## src/rtl/tx_frame_arbiter.sv

```systemverilog
// tx_frame_arbiter
// Merges two byte sources into framed writes on a serial TX FIFO.
// Source A is a tape byte stream: its frames end at BURST_MAX bytes or as
// soon as A has nothing to offer while the FIFO has room.
// Source B is a status message: its frames end on the byte flagged by i_b_last.
// Every frame starts with a header byte (HDR_A or HDR_B). Ties in IDLE alternate
// between the sources.
// Optional build macro TX_FRAME_CHECKSUM_EN appends an XOR checksum of the
// payload to every frame.
//
// Ports:
//   i_clock, i_reset           single clock, synchronous active-high reset
//   i_a_data/i_a_valid/o_a_ready             source A stream
//   i_b_data/i_b_valid/i_b_last/o_b_ready    source B message
//   o_fifo_data/o_fifo_write_req/i_fifo_full TX FIFO write side
//   o_busy                     frame in progress (any state but IDLE)
//   o_owner                    source of the current/last frame (0 = A, 1 = B)
module tx_frame_arbiter #(
  parameter int unsigned BURST_MAX = 64,
  parameter logic [7:0]  HDR_A     = 8'hA5,
  parameter logic [7:0]  HDR_B     = 8'h5A
) (
  input  logic       i_clock,
  input  logic       i_reset,
  input  logic [7:0] i_a_data,
  input  logic       i_a_valid,
  output logic       o_a_ready,
  input  logic [7:0] i_b_data,
  input  logic       i_b_valid,
  input  logic       i_b_last,
  output logic       o_b_ready,
  output logic [7:0] o_fifo_data,
  output logic       o_fifo_write_req,
  input  logic       i_fifo_full,
  output logic       o_busy,
  output logic       o_owner
);

  localparam logic [2:0] StIdle = 3'd0;
  localparam logic [2:0] StHdr  = 3'd1;
  localparam logic [2:0] StPayA = 3'd2;
  localparam logic [2:0] StPayB = 3'd3;
  localparam logic [2:0] StChk  = 3'd4;

`ifdef TX_FRAME_CHECKSUM_EN
  localparam logic [2:0] StEnd = StChk;
`else
  localparam logic [2:0] StEnd = StIdle;
`endif

  localparam logic [7:0] BurstMax = BURST_MAX[7:0];

  logic [2:0] state_q, state_d;
  logic       owner_q, owner_d;
  logic       last_grant_q, last_grant_d;  // 1 = B was granted last
  logic [7:0] cnt_q, cnt_d;

  logic       wr;
  logic [7:0] wr_data;
  logic       a_rdy;
  logic       b_rdy;
  logic       grant;

`ifdef TX_FRAME_CHECKSUM_EN
  logic [7:0] csum_q, csum_d;
`endif

  always_comb begin
    state_d      = state_q;
    owner_d      = owner_q;
    last_grant_d = last_grant_q;
    cnt_d        = cnt_q;
    wr           = 1'b0;
    wr_data      = 8'h00;
    a_rdy        = 1'b0;
    b_rdy        = 1'b0;
    grant        = 1'b0;
`ifdef TX_FRAME_CHECKSUM_EN
    csum_d       = csum_q;
`endif

    case (state_q)
      StIdle: begin
        if (i_a_valid || i_b_valid) begin
          // On a tie, serve whoever was not served last
          grant        = (i_a_valid && i_b_valid) ? ~last_grant_q : i_b_valid;
          owner_d      = grant;
          last_grant_d = grant;
          state_d      = StHdr;
        end
      end

      StHdr: begin
        if (!i_fifo_full) begin
          wr      = 1'b1;
          wr_data = owner_q ? HDR_B : HDR_A;
          state_d = owner_q ? StPayB : StPayA;
          cnt_d   = 8'd0;
`ifdef TX_FRAME_CHECKSUM_EN
          csum_d  = 8'h00;
`endif
        end
      end

      StPayA: begin
        a_rdy = ~i_fifo_full;
        if (!i_fifo_full) begin
          if (i_a_valid) begin
            wr      = 1'b1;
            wr_data = i_a_data;
            cnt_d   = cnt_q + 8'd1;
`ifdef TX_FRAME_CHECKSUM_EN
            csum_d  = csum_q ^ i_a_data;
`endif
            if (cnt_q + 8'd1 == BurstMax) state_d = StEnd;
          end else begin
            // A has nothing to send while the FIFO has room: close the frame
            state_d = StEnd;
          end
        end
      end

      StPayB: begin
        b_rdy = ~i_fifo_full;
        if (!i_fifo_full && i_b_valid) begin
          wr      = 1'b1;
          wr_data = i_b_data;
`ifdef TX_FRAME_CHECKSUM_EN
          csum_d  = csum_q ^ i_b_data;
`endif
          if (i_b_last) state_d = StEnd;
        end
      end

`ifdef TX_FRAME_CHECKSUM_EN
      StChk: begin
        if (!i_fifo_full) begin
          wr      = 1'b1;
          wr_data = csum_q;
          state_d = StIdle;
        end
      end
`endif

      default: state_d = StIdle;
    endcase
  end

  always_ff @(posedge i_clock) begin
    if (i_reset) begin
      state_q      <= StIdle;
      owner_q      <= 1'b0;
      last_grant_q <= 1'b1;
      cnt_q        <= 8'd0;
`ifdef TX_FRAME_CHECKSUM_EN
      csum_q       <= 8'h00;
`endif
    end else begin
      state_q      <= state_d;
      owner_q      <= owner_d;
      last_grant_q <= last_grant_d;
      cnt_q        <= cnt_d;
`ifdef TX_FRAME_CHECKSUM_EN
      csum_q       <= csum_d;
`endif
    end
  end

  // Reset masks all handshakes so an abandoned frame leaves no trailing write
  assign o_fifo_write_req = wr & ~i_reset;
  assign o_fifo_data      = i_reset ? 8'h00 : wr_data;
  assign o_a_ready        = a_rdy & ~i_reset;
  assign o_b_ready        = b_rdy & ~i_reset;
  assign o_busy           = (state_q != StIdle);
  assign o_owner          = owner_q;

endmodule
```

## config.mk

```make
export PLATFORM = sky130hd
export DESIGN_NAME = tx_frame_arbiter
export DESIGN_NICKNAME = d
export VERILOG_FILES = /design/src/rtl/tx_frame_arbiter.sv
export SDC_FILE = /design/constraint.sdc
export NUM_CORES = 1
export LEC_CHECK = 0
export ABC_AREA = 1
export CAP_MARGIN = 30
export CORE_ASPECT_RATIO = 1.75
export CORE_UTILIZATION = 35
export DETAILED_ROUTE_END_ITERATION = 12
export HOLD_SLACK_MARGIN = 0.12
export PLACE_DENSITY = 0.65
export SLEW_MARGIN = 20
export SYNTH_ARGS = -nofsm -noshare
export SYNTH_HDL_FRONTEND = slang
export SYNTH_SLANG_ARGS = --single-unit
export TNS_END_PERCENT = 100
```

## constraint.sdc

```tcl
create_clock -name i_clock -period 1.7 [get_ports i_clock]
set_input_delay 0.34 -clock i_clock [delete_from_list [all_inputs] [get_ports i_clock]]
set_output_delay 0.34 -clock i_clock [all_outputs]
set_load 0.05 [all_outputs]
```

==> flow_summary.json, run 1 <==
{
  "violations": "setup timing",
  "timing.final.setup_violations": 10,
  "syn-mean-instance-area_sq_um": 5.753,
  "arrival_ps": 1500,
  "ys_warn_count": 0,
  "yosys.area_share.adder_pct": 2.574,
  "insertion_delay_ps": 240,
  "clockBufferDepth": 2,
  "min_to": "last_grant_q",
  "ff2ff_setup_slack_ps": 170,
  "ys_seq_area_share_pct": 24.71,
  "crit_fanout": 5,
  "hold_depth": 2,
  "hold_buffers": 0,
  "drv_slew": 0,
  "synthSimpleGateAreaFrac_pct": 48.26,
  "synth_compound_area_share_pct": 10.17,
  "hp-class": "flop to flop",
  "path_cells": "nor2_4, inv_2, nor2_4, nand2_4, clkinvlp_4, nand2_1, nand3_2, nand2_2, clkinvlp_4, buf_12",
  "cts_inserted_buffers": 3,
  "ctsHtreeMaxLevel": 1,
  "cts_tree": "done",
  "first_pass_iters": 4,
  "rows": 25,
  "synth_top_flop_cell": "dfxtp_1",
  "ys_top_cells_by_area": "dfxtp_1 25%, nand2_1 24%, nand3_1 11%, inv_1 9.3%, a21oi_1 4.6%",
  "peakVddDrop_mv": 0.6353,
  "cp.required_ps": 1360,
  "wirelength_microns": 3168,
  "postLayoutCellArea_sq_um": 1821,
  "drive_above_1_share_pct": 41.23,
  "ys_types": 21,
  "fin_ws_ps": -144.2,
  "detail_route.iter0.violations": 28,
  "criticalPathCategory": "flop to output port",
  "fp.dieH_microns": 71.72,
  "wire_per_inst_microns": 12.42,
  "grt_pass1_wl_microns": 5009,
  "synth_most_common_cell": "nand2_1",
  "slew_headroom_pct": 84.88,
  "async_flop_share_pct": 0,
  "globalRouteOverflowTotal": 0,
  "syn-cell-area_sq_um": 972.2,
  "min_from": "last_grant_q",
  "grt_pass1_vias": 1206,
  "coreArea_sq_um": 2659,
  "layout-area-overhead-vs-synth_pct": 87.26,
  "cp_slowest_cell": "dfxtp_4",
  "powerDensity_nw_per_um2": 1069,
  "yosys-top-cells-count": "62 x nand2_1, 24 x inv_1, 21 x nand3_1",
  "outcome": "complete, but fails checks",
  "reg2reg_depth": 11,
  "clock_sinks": 12,
  "synth-seq-cells": 12,
  "synth_enable_flop_cells": 0,
  "grt_max_degree": 11,
  "num_antenna_cells": 0,
  "io_buffers": 34,
  "hold_ws_ps": 459.8,
  "dp_slack_ps": -422.0,
  "synthMuxAreaShare_pct": 0,
  "synth_top_family_by_area": "simple AND/OR/NAND/NOR gates",
  "clkTransAtPathRegs_ps": 60,
  "place_area_sq_um": 1569,
  "fin_crit_sh_pct": 108.5,
  "hold_viol_final": 0,
  "crit_path_end_kind": "output port",
  "start_kind": "flop",
  "post-synth-top-area-fraction_pct": 24.71,
  "gp_congestion": 0.8355,
  "synth_fp_nets": 193,
  "rsz0062_at_grt": "yes",
  "tightest_slew_ps": 224.5,
  "cap_violations": 0,
  "min_period_ps": 1844,
  "critPathMaxStageDelay_ps": 380,
  "max_freq_mhz": 542.2,
  "start_util_pct": 36.56,
  "postLayoutCoreUtil_pct": 68.47,
  "rr_startpoint": "cnt_q[1]",
  "io_pins": 35,
  "finalClockSkew_ps": 5.860,
  "grtUsageTotal_pct": 21.33,
  "rr_endpoint": "state_q[1]",
  "antenna_found_initial": 0,
  "post_drt_via_cell_ratio": 4.890,
  "die_x_microns": 41.84,
  "synth_top_area_cell": "dfxtp_1",
  "hpwlAfterDp_microns": 2205,
  "postSynthCellCount": 169,
  "drc": 0,
  "cts_root_buf": "clkbuf_8",
  "synthXorXnorAreaFrac_pct": 0,
  "leakage_nw": 0.8389,
  "die_area_sq_um": 3001,
  "final_nets": 253,
  "route.vias.total": 1247,
  "antenna_left": 0
}
final cells by class:
class                   instances  area, sq um
clock buffers                   4        55.05
repair inverters                2        12.51
repair buffers                 58        640.6
inverters                      28        127.6
multi-input cells             124        698.2
flip-flops and latches         12        252.7
well taps                      27        33.78
fillers                       226        838.3
how the worst max path moves through the flow:
stage | start | endpoint | slack, ps
2_1_floorplan | state_q[1] | o_a_ready | -300
3_3_place_gp | i_fifo_full | o_fifo_data[3] | -430
3_5_place_dp | i_fifo_full | o_fifo_data[3] | -420
4_1_cts | state_q[1] | o_fifo_data[5] | -140
5_1_grt | state_q[1] | o_fifo_data[0] | -240
6_report | state_q[0] | o_fifo_data[5] | -140
power breakdown:
part           switching (mW)  leakage, nW  internal, mW
sequential             0.0720        0.100         0.355
clock                   0.115       0.0288         0.205
combinational           0.659        0.710         0.540
total                   0.847        0.839          1.10
critical path: cells and delay by family (launching register included):
kind,cells,cell delay (ps)
buf+inv,4,450
simple gates,6,420
flops,1,380
layout by cell type, fill, tap and decap left out, types with 8 or more instances in the layout:
master | Yosys | final
clkdlybuf4s50_1 | 0 | 17
nand2_2 | 3 | 12
nand3_1 | 21 | 15
nand2_1 | 62 | 50
dfxtp_1 | 12 | 8
inv_1 | 24 | 13
inv_2 | 3 | 8
buf_4 | 2 | 23
nor2_1 | 10 | 9
a21oi_1 | 9 | 9
buf_12 | 0 | 12
kinds of logic after synthesis:
kind of cell / after synthesis
AO/OA/AOI/OAI: 16
adder cells (fa/ha/maj): 2
buffers and inverters: 33
flip-flops: 12
AND/OR/NAND/NOR: 106
metal layers:
| metal | wire length, microns | global-route usage [%] | vias to the layer above |
|---|---|---|---|
| li1 | - | - | 648 |
| met1 | 1048 | 19.14 | 566 |
| met2 | 1945 | 44.44 | 29 |
| met3 | 127 | 3.275 | 4 |
| met4 | 46 | 8.602 | 0 |
| met5 | 0 | 0 | - |
stage by stage:
| step | setup TNS [ps] | power, mW | instances |
|---|---|---|---|
| 4_1_cts | -1127 | 1.865 | 252 |
| 5_1_grt | -1913 | 2.072 | 255 |
| 3_3_place_gp | -3717 | 1.432 | 241 |
| 2_1_floorplan | -593.5 | 1.007 | 169 |
| 3_5_place_dp | -3727 | 1.448 | 241 |
| 6_report | -1080 | 1.947 | 255 |
flip-flops by register name, summed over array words and instances (netlist names):
signal,count
o_owner,1
cnt_q,8
state_q,2
last_grant_q,1
repair_timing:
item / CTS / global route
endpoints found under the setup margin: 11 / 11
cloned: 2 / 0
pin swaps: 8 / 9
buffers inserted: 5 / 3
endpoints found under the hold margin: 0 / 0
gates resized for setup: 31 / 19
(Power assumes the default switching activity.)
==> run 2: changes to the inputs <==
--- a/config.mk
+++ b/config.mk
@@ -9,7 +9,9 @@
 export CAP_MARGIN = 30
 export CORE_ASPECT_RATIO = 1.75
 export CORE_UTILIZATION = 35
+export CTS_BUF_LIST = sky130_fd_sc_hd__clkbuf_2
 export DETAILED_ROUTE_END_ITERATION = 12
+export GPL_TIMING_DRIVEN = 0
 export HOLD_SLACK_MARGIN = 0.12
 export PLACE_DENSITY = 0.65
 export SLEW_MARGIN = 20
==> run 2 against run 1 <==
Net effect: the flow still finishes with violations (setup timing); routed wire length fell by 11%; sequential share of layout area is 1.7 points higher; largest cell class unchanged; critical endpoint is now o_fifo_data[6]; global-route usage decreased by 1.5 points; clock power decreased by 53%; utilization decreased by 7.0 points; clock-buffer cell count decreased by 1; final cell count decreased by 3.9%; critical path type unchanged; sequential power rose by 4%.
==> flow_summary.json, run 2 (same netlist as run 1, synthesis figures left out) <==
{
  "grt_pass1_vias": 1211,
  "drv_slew": 0,
  "cts_root_buf": "clkbuf_2",
  "grt_max_degree": 11,
  "drive_above_1_share_pct": 37.16,
  "drc": 0,
  "die_area_sq_um": 3001,
  "slew_headroom_pct": 67.05,
  "insertion_delay_ps": 270,
  "tightest_slew_ps": 496.2,
  "critPathMaxStageDelay_ps": 400,
  "outcome": "complete, but fails checks",
  "cts_inserted_buffers": 3,
  "postLayoutCellArea_sq_um": 1635,
  "layout-area-overhead-vs-synth_pct": 68.21,
  "final_cell_mix": "51 x nand2_1, 18 x clkdlybuf4s50_1, 15 x nand3_1",
  "wire_per_inst_microns": 11.57,
  "arrival_ps": 1610,
  "final_common_cell": "nand2_1",
  "final_nets": 243,
  "violations": "setup timing",
  "timing.final.setup_violations": 10,
  "hpwlAfterDp_microns": 2086,
  "start_kind": "flop",
  "min_period_ps": 1946,
  "gp_congestion": 0.8121,
  "clock_sinks": 12,
  "start_util_pct": 36.56,
  "place_area_sq_um": 1365,
  "io_pins": 35,
  "peakVddDrop_mv": 0.5518,
  "swShare_pct": 49.46,
  "route.met2.wl_microns": 1775,
  "hold_viol_final": 0,
  "detail_route.iter0.violations": 16,
  "leakage_nw": 0.7581,
  "globalRouteOverflowTotal": 0,
  "coreArea_sq_um": 2659,
  "crit_path_end_kind": "output port",
  "finalClockSkew_ps": 5.071,
  "hold_buffers": 0,
  "max_freq_mhz": 513.8,
  "p_total_mw": 1.630,
  "power.share.combinational_pct": 63.5,
  "criticalPathCategory": "flop to output port",
  "hp-class": "flop to flop",
  "route.vias.total": 1236,
  "die_x_microns": 41.84,
  "num_antenna_cells": 0,
  "grtUsageTotal_pct": 19.82,
  "seqPwrFrac_pct": 27.2,
  "ctsHtreeMaxLevel": 1,
  "power.internal_mw": 0.8237,
  "io_buffers": 34,
  "dp_slack_ps": -1166,
  "top_regs": "cnt_q (8), state_q (2)",
  "clkTransAtPathRegs_ps": 130,
  "grt_pass1_wl_microns": 4767,
  "cp.required_ps": 1360,
  "regMostFlops": "cnt_q",
  "post_drt_via_cell_ratio": 5.045,
  "largest_reg_flops": 8,
  "cts_tree": "done",
  "pwr-share-clk_pct": 9.3,
  "fp.dieH_microns": 71.72,
  "first_pass_iters": 4,
  "cap_violations": 0,
  "rsz0062_at_grt": "yes",
  "wl_met3_microns": 115,
  "fin_ws_ps": -246.2,
  "clockBufferDepth": 2,
  "path_cells": "inv_4, nor2_4, inv_2, nor2_4, nand2_2, inv_4, buf_6, nand2_1, nand3_2, nand2_2, clkinvlp_4, buf_8",
  "fin_tns_setup_ps": -1962,
  "met1_length_microns": 896,
  "top_layer": "met4",
  "cp_slowest_cell": "dfxtp_4",
  "fin_crit_sh_pct": 114.5,
  "p_switching_mw": 0.8059,
  "antenna_found_initial": 0,
  "crit_fanout": 6,
  "antenna_left": 0,
  "rows": 25,
  "powerDensity_nw_per_um2": 996.5,
  "wirelength_microns": 2834
}
-- run 2: critical path, delay by kind of cell (launching register included) --
kind	cells	cell delay, ps
buffers and inverters	6	500
flip-flops	1	400
AND/OR/NAND/NOR	6	440
-- run 2: timing repair --
action                     in CTS  in global routing
hold endpoints to repair        0                  0
pin swaps                       2                  3
setup endpoints to repair      13                 14
buffers inserted                7                  3
resized for setup             123                 24
cloned                          1                  0
-- run 2: power groups by stage --
stage	Combinational [mW]	Sequential [mW]	Clock (mW)
6_report	1.04	0.443	0.152
5_1_grt	1.13	0.452	0.163
4_1_cts	0.981	0.425	0.156
3_5_place_dp	0.828	0.422	0
3_3_place_gp	0.820	0.418	0
2_1_floorplan	0.585	0.422	0
-- run 2: worst paths after layout --
kind / end / slack (ps) / from / cells after the start
worst min-delay path: last_grant_q / 480 / last_grant_q / 2
worst max register to register: state_q[0] / 140 / cnt_q[1] / 11
worst max-delay path: o_fifo_data[6] / -250 / state_q[1] / 12
worst min register to register: last_grant_q / 480 / last_grant_q / 2
-- run 2: per-layer routing --
| metal | vias to the layer above | global-route usage (%) |
|---|---|---|
| met5 | - | 0 |
| met1 | 567 | 17.18 |
| li1 | 628 | - |
| met4 | 0 | 7.168 |
| met2 | 35 | 42.71 |
| met3 | 6 | 2.519 |
-- run 2: metrics by stage --
step | hold WS, ps | std cells | util [%]
after floorplan | 428.7 | 169 | -
after global placement | 441.4 | 230 | 51.34
after detailed placement | 457.9 | 230 | 51.34
after CTS | 481.1 | 242 | 58.68
after global routing | 521.4 | 245 | 61.51
final | 481.2 | 245 | 61.51
-- run 2: cell type report --
cell class | count | area, sq um
Buffer | 5 | 51.30
Clock buffer | 3 | 15.01
Clock inverter | 1 | 3.754
Fill cell | 257 | 1023
Inverter | 28 | 132.6
Multi-Input combinational cell | 124 | 685.7
Sequential cell | 12 | 255.2
Tap cell | 27 | 33.78
Timing Repair Buffer | 44 | 452.9
Timing Repair inverter | 1 | 5.005
==> RTL edit: new RTL, config.mk and constraints of run 2 <==
`BURST_MAX`: 64 -> 32.
--- a/src/rtl/tx_frame_arbiter.sv
+++ b/src/rtl/tx_frame_arbiter.sv
@@ -16,7 +16,7 @@
 //   o_busy                     frame in progress (any state but IDLE)
 //   o_owner                    source of the current/last frame (0 = A, 1 = B)
 module tx_frame_arbiter #(
-  parameter int unsigned BURST_MAX = 64,
+  parameter int unsigned BURST_MAX = 32,
   parameter logic [7:0]  HDR_A     = 8'hA5,
   parameter logic [7:0]  HDR_B     = 8'h5A
 ) (
Behaviour: no difference found for any inputs over 10 cycles, from zero or initial values and one cycle with i_reset high; that may be too few to reach the edited logic, so the function may still have changed.
==> RTL edit against run 2 <==
The run still ends with setup timing left. Die area down 2.6%. Combinational power down 9%. Cell area down 2.1%. Area after synthesis down 2.7%. Sequential cell count unchanged. Clock skew up 7.9 ps. First-iteration DRC count down 6.3%. Wire length up 3.7%. Non-clock buffer count up 2. Total power down 7.2%. Setup slack worse by 26 ps. Cell count down 0.82%. Critical endpoint is now o_fifo_data[7]. Largest cell class unchanged.
==> RTL edit: results (changes against run 2) <==
| Metric | Value |
|---|---|
| Status | `finished, violations left` |
| Failing checks | `setup timing` |
| Crit path DAT | `1630 ps (+20 ps)` |
| Placement Setup Slack | `-1170 ps (-1.62 ps)` |
| Number of global-route vias before repair | `1185 (-2.1%)` |
| Final Skew | `13.0 ps (+7.91 ps)` |
| Post-synthesis compound-gate area fraction | `0.0966 (-0.00511)` |
| Ranking of synthesized cells by area | `dfxtp_1 25%, nand2_1 25%, nand3_1 12%` |
| Sw power | `0.743 mW (-7.8%)` |
| Final setup fails | `9 (-1)` |
| Syn_nets | `191 (-1.0%)` |
| First-pass GRT wire length | `4530 um (-5.1%)` |
| Layout fillers | `250 (-2.7%)` |
| Peak supply drop | `0.695 mV (+26%)` |
| Worst-path fanout max | `4 (-2)` |
| HPWL Detailed | `2090 um (about the same)` |
| Initial DRC count | `15 (-1)` |
| Slew at the pin closest to its max-slew limit | `485 ps (-11.4 ps)` |
| Synth cell count leaders | `62 x nand2_1, 22 x nand3_1, 20 x inv_1` |
| Syn Area/Cell | `5.66 um^2 (-1.5%)` |
| Min-Delay Path Class | `input pin to register` |
| Seq/Total Area, Yosys | `0.254 (+0.00686)` |
| Cell Count, Final, Fillers Out | `243 (-0.82%)` |
| Routability cong. | `0.790 (-2.8%)` |
| Leakage | `0.717 nW (-5.4%)` |
| Setup tns final | `-2180 ps (-214 ps)` |
| Placed Instance Area | `0.00135 mm^2 (-1.4%)` |
| Layout cell share with drive strength beyond 1 | `0.373 (+0.00171)` |
| PnR worst setup slack | `-272 ps (-25.9 ps)` |
RTL edit: routing by layer:
layer | wire length [um] | part of all wire | GRT usage
met3 | 137 | 0.047 | 0.0219
met4 | 76 | 0.026 | 0.0968
met2 | 1740 | 0.59 | 0.448
met1 | 991 | 0.34 | 0.168
met5 | 0 | 0 | 0
RTL edit: logic make-up after synthesis:
family,count (synthesis)
AND/OR/NAND/NOR,106
buffers and inverters,31
AO/OA/AOI/OAI,16
flip-flops,12
adder cells (fa/ha/maj),2
RTL edit: path summary, 6_finish.rpt:
kind	slack (ps)	from	end
max	-270	state_q[1]	o_fifo_data[7]
min	420	i_reset	cnt_q[0]
max reg2reg	150	cnt_q[1]	state_q[1]
min reg2reg	480	last_grant_q	last_grant_q
RTL edit: cell type report:
class	count	area [um^2]	area share
Multi-Input combinational cell	124	669	0.418
Timing Repair Buffer	47	463	0.289
Sequential cell	12	253	0.158
Inverter	27	130	0.0813
Buffer	4	37.5	0.0235
Tap cell	26	32.5	0.0203
Clock buffer	3	15.0	0.00938
RTL edit: what timing repair did:
action                     4_1_cts  5_1_grt
resized for setup              125        8
pin swaps                        4        3
gates cloned                     0        0
setup buffers                    8        5
setup endpoints to repair       13       14
RTL edit: worst max-delay path: cells and delay by family (launching register included):
family                 cells  cell delay, ps
buffers and inverters      3             360
flip-flops                 1             380
AND/OR/NAND/NOR            5             620
RTL edit: power by group through the flow:
| stage | logic (mW) | clock network (mW) | registers (mW) |
|---|---|---|---|
| floorplan | 0.525 | 0 | 0.406 |
| global placement | 0.751 | 0 | 0.402 |
| detailed placement | 0.759 | 0 | 0.404 |
| CTS | 0.910 | 0.152 | 0.404 |
| global route | 1.03 | 0.157 | 0.417 |
| finish | 0.950 | 0.150 | 0.413 |
